`config.mk`:
```
export PLATFORM = sky130hd
export DESIGN_NAME = ram_arbiter
export DESIGN_NICKNAME = d
export VERILOG_FILES = /design/src/rtl/ram_arbiter.sv
export SDC_FILE = /design/constraint.sdc
export NUM_CORES = 1
export LEC_CHECK = 0
export BUFFER_PORTS_ARGS = -buffer_cell sky130_fd_sc_hd__buf_2
export CORE_ASPECT_RATIO = 1.5
export CORE_MARGIN = 5
export CORE_UTILIZATION = 35
export CTS_BUF_LIST = sky130_fd_sc_hd__clkbuf_4 sky130_fd_sc_hd__clkbuf_8
export CTS_CLUSTER_SIZE = 20
export DETAILED_ROUTE_END_ITERATION = 16
export PLACE_DENSITY = 0.64
export SLEW_MARGIN = 20
export SYNTH_ARGS = -nofsm -noshare
export SYNTH_HDL_FRONTEND = slang
export SYNTH_SLANG_ARGS = --single-unit
```
`constraint.sdc`:
```
create_clock -name clk -period 2.95 [get_ports clk]
set_input_delay 0.4425 -clock clk [delete_from_list [all_inputs] [get_ports clk]]
set_output_delay 0.4425 -clock clk [all_outputs]
set_load 0.03 [all_outputs]
```
`src/rtl/ram_arbiter.sv`:
```
// Two-port round-robin arbiter in front of a single-port synchronous RAM.
// One transaction per three cycles: grant (IDLE->ISSUE), RAM access
// (ISSUE->RESP), response (RESP->IDLE). All outputs are registered.
module ram_arbiter #(
    parameter int unsigned DEPTH  = 64,
    parameter int unsigned ADDR_W = 16
) (
    input  logic              clk,
    input  logic              rst,
    input  logic              req0,
    input  logic              req1,
    input  logic              we0,
    input  logic              we1,
    input  logic [ADDR_W-1:0] addr0,
    input  logic [ADDR_W-1:0] addr1,
    input  logic [31:0]       wdata0,
    input  logic [31:0]       wdata1,
    output logic              gnt0,
    output logic              gnt1,
    output logic              rsp0,
    output logic              rsp1,
    output logic              err0,
    output logic              err1,
    output logic [31:0]       rdata,
    output logic              busy,
    output logic              ram_wre,
    output logic [ADDR_W-1:0] ram_add,
    output logic [31:0]       ram_data_in,
    input  logic [31:0]       ram_data_out
);

    localparam int unsigned CMP_W = ADDR_W + 1;
    localparam logic [CMP_W-1:0] DEPTH_C = CMP_W'(DEPTH);

    typedef enum logic [1:0] {
        IDLE  = 2'd0,
        ISSUE = 2'd1,
        RESP  = 2'd2
    } state_e;

    state_e            state_q, state_d;
    logic              sel_q, sel_d;     // 0: port 0 owns, 1: port 1 owns
    logic              we_q, we_d;
    logic              ok_q, ok_d;       // latched address is in range
    logic              last_q, last_d;   // last-served port
    logic              gnt0_q, gnt0_d, gnt1_q, gnt1_d;
    logic              rsp0_q, rsp0_d, rsp1_q, rsp1_d;
    logic              err0_q, err0_d, err1_q, err1_d;
    logic              busy_q, busy_d;
    logic              ram_wre_q, ram_wre_d;
    logic [ADDR_W-1:0] ram_add_q, ram_add_d;
    logic [31:0]       ram_data_in_q, ram_data_in_d;
    logic [31:0]       rdata_q, rdata_d;

    logic              pick1;
    logic              win_we;
    logic              win_ok;
    logic [ADDR_W-1:0] win_addr;
    logic [31:0]       win_wdata;

    // Winner selection: on a tie, serve the port that was not served last
    always_comb begin
        pick1     = req1 && (!req0 || !last_q);
        win_we    = pick1 ? we1    : we0;
        win_addr  = pick1 ? addr1  : addr0;
        win_wdata = pick1 ? wdata1 : wdata0;
        win_ok    = ({1'b0, win_addr} < DEPTH_C);
    end

    // Next-state and registered-output logic
    always_comb begin
        state_d       = state_q;
        sel_d         = sel_q;
        we_d          = we_q;
        ok_d          = ok_q;
        last_d        = last_q;
        gnt0_d        = gnt0_q;
        gnt1_d        = gnt1_q;
        rsp0_d        = 1'b0;
        rsp1_d        = 1'b0;
        err0_d        = 1'b0;
        err1_d        = 1'b0;
        rdata_d       = '0;
        ram_wre_d     = 1'b0;
        ram_add_d     = ram_add_q;
        ram_data_in_d = ram_data_in_q;

        case (state_q)
            IDLE: begin
                if (req0 || req1) begin
                    sel_d   = pick1;
                    we_d    = win_we;
                    ok_d    = win_ok;
                    gnt0_d  = !pick1;
                    gnt1_d  = pick1;
                    state_d = ISSUE;
                    // RAM command is registered here so it is presented during ISSUE
                    if (win_ok) begin
                        ram_add_d = win_addr;
                        ram_wre_d = win_we;
                        if (win_we) begin
                            ram_data_in_d = win_wdata;
                        end
                    end
                end
            end
            ISSUE: begin
                state_d = RESP;
            end
            RESP: begin
                rsp0_d  = !sel_q;
                rsp1_d  = sel_q;
                err0_d  = !sel_q && !ok_q;
                err1_d  = sel_q && !ok_q;
                if (ok_q && !we_q) begin
                    rdata_d = ram_data_out;
                end
                gnt0_d  = 1'b0;
                gnt1_d  = 1'b0;
                last_d  = sel_q;
                state_d = IDLE;
            end
            default: begin
                state_d = IDLE;
            end
        endcase

        busy_d = (state_d != IDLE);
    end

    // State and output registers with synchronous reset
    always_ff @(posedge clk) begin
        if (rst) begin
            state_q       <= IDLE;
            sel_q         <= 1'b0;
            we_q          <= 1'b0;
            ok_q          <= 1'b0;
            last_q        <= 1'b1;
            gnt0_q        <= 1'b0;
            gnt1_q        <= 1'b0;
            rsp0_q        <= 1'b0;
            rsp1_q        <= 1'b0;
            err0_q        <= 1'b0;
            err1_q        <= 1'b0;
            busy_q        <= 1'b0;
            ram_wre_q     <= 1'b0;
            ram_add_q     <= '0;
            ram_data_in_q <= '0;
            rdata_q       <= '0;
        end else begin
            state_q       <= state_d;
            sel_q         <= sel_d;
            we_q          <= we_d;
            ok_q          <= ok_d;
            last_q        <= last_d;
            gnt0_q        <= gnt0_d;
            gnt1_q        <= gnt1_d;
            rsp0_q        <= rsp0_d;
            rsp1_q        <= rsp1_d;
            err0_q        <= err0_d;
            err1_q        <= err1_d;
            busy_q        <= busy_d;
            ram_wre_q     <= ram_wre_d;
            ram_add_q     <= ram_add_d;
            ram_data_in_q <= ram_data_in_d;
            rdata_q       <= rdata_d;
        end
    end

    assign gnt0        = gnt0_q;
    assign gnt1        = gnt1_q;
    assign rsp0        = rsp0_q;
    assign rsp1        = rsp1_q;
    assign err0        = err0_q;
    assign err1        = err1_q;
    assign busy        = busy_q;
    assign ram_wre     = ram_wre_q;
    assign ram_add     = ram_add_q;
    assign ram_data_in = ram_data_in_q;
    assign rdata       = rdata_q;

endmodule

```
==> impl_results.md <==
* Hold-fix buffers, CTS at 0
* CTS Root Cell: clkbuf_8
* Min Tclk post-route at around 2.1 ns
* Crit Path Category: register to register
* Final hold violations at 0
* Htree depth at 3
* Die ar. at about 13000 sq um
* Power Dens Cells at 478 nW/um^2
* Max VDD drop at 0.349 mV
* Mean Syn Cell Area at 9.50 sq um
* Post-synthesis register bit count at 94
* Post-synthesis cell count at 386
* Max Freq at 0.466 GHz
* CTS resizes at 0
* Crit path max fanout at 15
* DP Wirelength at 7910 um
* Type of the most critical hold path: input port to register
* Initial antenna violation count at 0
* Post-Syn Area at 3670 sq um
* Setup ws final at roughly 0.80 ns
* Crit end category: register
* Slew Viols, Final at 0
* Chip height at ~140 um
* # IOs at 222
* Register area share after synthesis at approximately half
* Max Cap Violations at 0
* Overflow after GRT at 0
* Horiz. Die Dim at between 90 and 100 um
* # diodes at 0
* IO Port Bufs at 221
* Data required, critical path at 3.25 ns
* Pre-Repair DR Iteration Count at 6
* Hold WS at 0.282 ns
* Post-DP Area at 4870 sq um
* Tightest Pin Transition at 0.993 ns
* Setup bufs post-CTS at 0
* Skew final at 0.0122 ns
* CTS tree: yes
* Layout cell share with drive strength beyond 1 at 41.7%
* Final instance area at 5090 sq um
* Outcome: finished clean
* Max_slew headroom at 33.1%
* TNS Setup at 0 ns
* Syn_nets at 520
* WP data arrival at about 2.4 ns
* Clock Path Buffers at 2
* Commonest register cell after synthesis: dfxtp_1
* Top post-synthesis cells by area: dfxtp_1, mux2_1, nand2_1
* Top-count cell post-synth: dfxtp_1
* Final Total Pwr at roughly 2.4 mW
* Final setup vio count at 0
* Post-synth ARST share at 0%
* Area Growth Syn to Fin at 38.8%
* Pre-CTS WS at 0.524 ns
* Top cell type's share of synthesized area at 51.3%
* Core ar. at ~10000 sq um
* Post-synth EDFFs at 0
* Routed WL at 10100 um
* Via density at ~4.5
* Number of nets in the layout at 732
* Post-route DRC at 0
* Num rows at 45
* Synth cell types at 30
* Core Util, Final at between 40% and 50%
* Startpoint types: register
* Initial Util at between 30% and 40%
* Synth area leader: dfxtp_1
* P_leak at 2.77 nW
* DP Cell Count at 728
* Layout Cells excl Fill at 743
* Clk_lat worst skew at 0.35 ns
* Final period utilization at 72.8%
* Tot GR Track Use at 15.6%
* WL per Instance at 13.6 um
* RSZ-0062 raised after global routing: false
* Largest net degree at the start of global routing at between 70 and 80
* Filler Cell Count at 976
* Cts bufs inserted at 9
* Reg clk slew, reported paths at 0.09 ns
* Vias in the first global route at between 3000 and 4000
* Synth Warn # at 0
* Antenna viol nets, final at 0
* Placer congestion estimate at 0.773
* Detailed router's first-iteration violation count at 56
* Synth cell count leaders: dfxtp_1, nand2_1, a21oi_1, and2_1, nor2b_1
* First-pass GRT wire length at about 16000 um
* CTS Sinks at 94
* Vias at roughly 3300
-- where the power goes --
part           switching, mW  internal [mW]
logic                  0.117          0.107
registers            0.00757           1.28
clock network          0.448          0.480
total                  0.572           1.86
-- state kept, by name, indices dropped and copies added, names as in the netlist --
name / cells
ram_data_in: 32
rdata: 32
ram_add: 16
state_q: 2
busy: 1
err0: 1
err1: 1
gnt0: 1
gnt1: 1
last_q: 1
ok_q: 1
ram_wre: 1
rsp0: 1
rsp1: 1
sel_q: 1
we_q: 1
-- cell families after synthesis --
kind of cell,after synthesis,synth area share (%)
and+or+nand+nor,169,23.5
AOI/OAI and AO/OA,56,9.75
DFF,94,51.3
muxes,39,11.8
buffers and inverters,28,3.65
-- layout make-up --
class / count / area, sq um / share of cell area [%]
tap: 141 / 176 / 3.46
multi-input combinational: 264 / 1660 / 32.6
timing repair buffer: 227 / 1150 / 22.6
clock buffer: 9 / 124 / 2.43
inverter: 2 / 7.51 / 0.147
sequential: 94 / 1880 / 37.0
clock inverter: 6 / 93.8 / 1.84
-- worst paths after layout --
path / start / end / slack, ns / cells past startpoint
setup / recovery: last_q$_SDFFE_PP1P_ / ram_add[6]$_SDFFE_PP0P_ / 0.80 / 4
hold / removal: ram_data_out[24] / rdata[24]$_SDFF_PP0_ / 0.28 / 2
setup reg to reg: last_q$_SDFFE_PP1P_ / ram_add[6]$_SDFFE_PP0P_ / 0.80 / 4
hold reg to reg: ram_add[15]$_SDFFE_PP0P_ / ram_add[15]$_SDFFE_PP0P_ / 0.48 / 1
-- routing by layer --
layer	part of all wire [%]	vias to the layer above	track usage [%]	routed length, um
met5	0	-	0	0
met4	1.7	0	5.22	167
met3	10	14	6.00	1020
met2	50	135	27.7	5090
met1	38	1458	16.8	3800
li1	-	1702	-	-
-- critical path, cell delays in order (launching register included) --
cell     delay [ns]
dfxtp_1        0.34
a21bo_2        0.31
and4_1         0.35
o21ai_0        0.83
and3_1         0.27
-- cell usage in the layout (no fill, tap or decap), types with 2 or more instances in the layout --
cell type,Yosys,routed
a21oi_1,36,36
and2_1,32,32
and3_1,10,10
and4_1,2,2
buf_2,2,221
buf_4,1,6
bufinv_16,0,2
clkbuf_8,0,9
dfxtp_1,94,94
inv_1,2,2
inv_6,0,2
mux2_1,29,29
mux2_2,4,4
mux2i_1,6,6
nand2_1,69,69
nand2b_1,2,2
nor2_1,9,9
nor2b_1,32,32
nor3_1,5,5
nor4_1,4,4
o211a_1,6,6
o211ai_1,7,7
o21ai_0,3,3
Note: power is estimated with default switching activity, not from simulation.
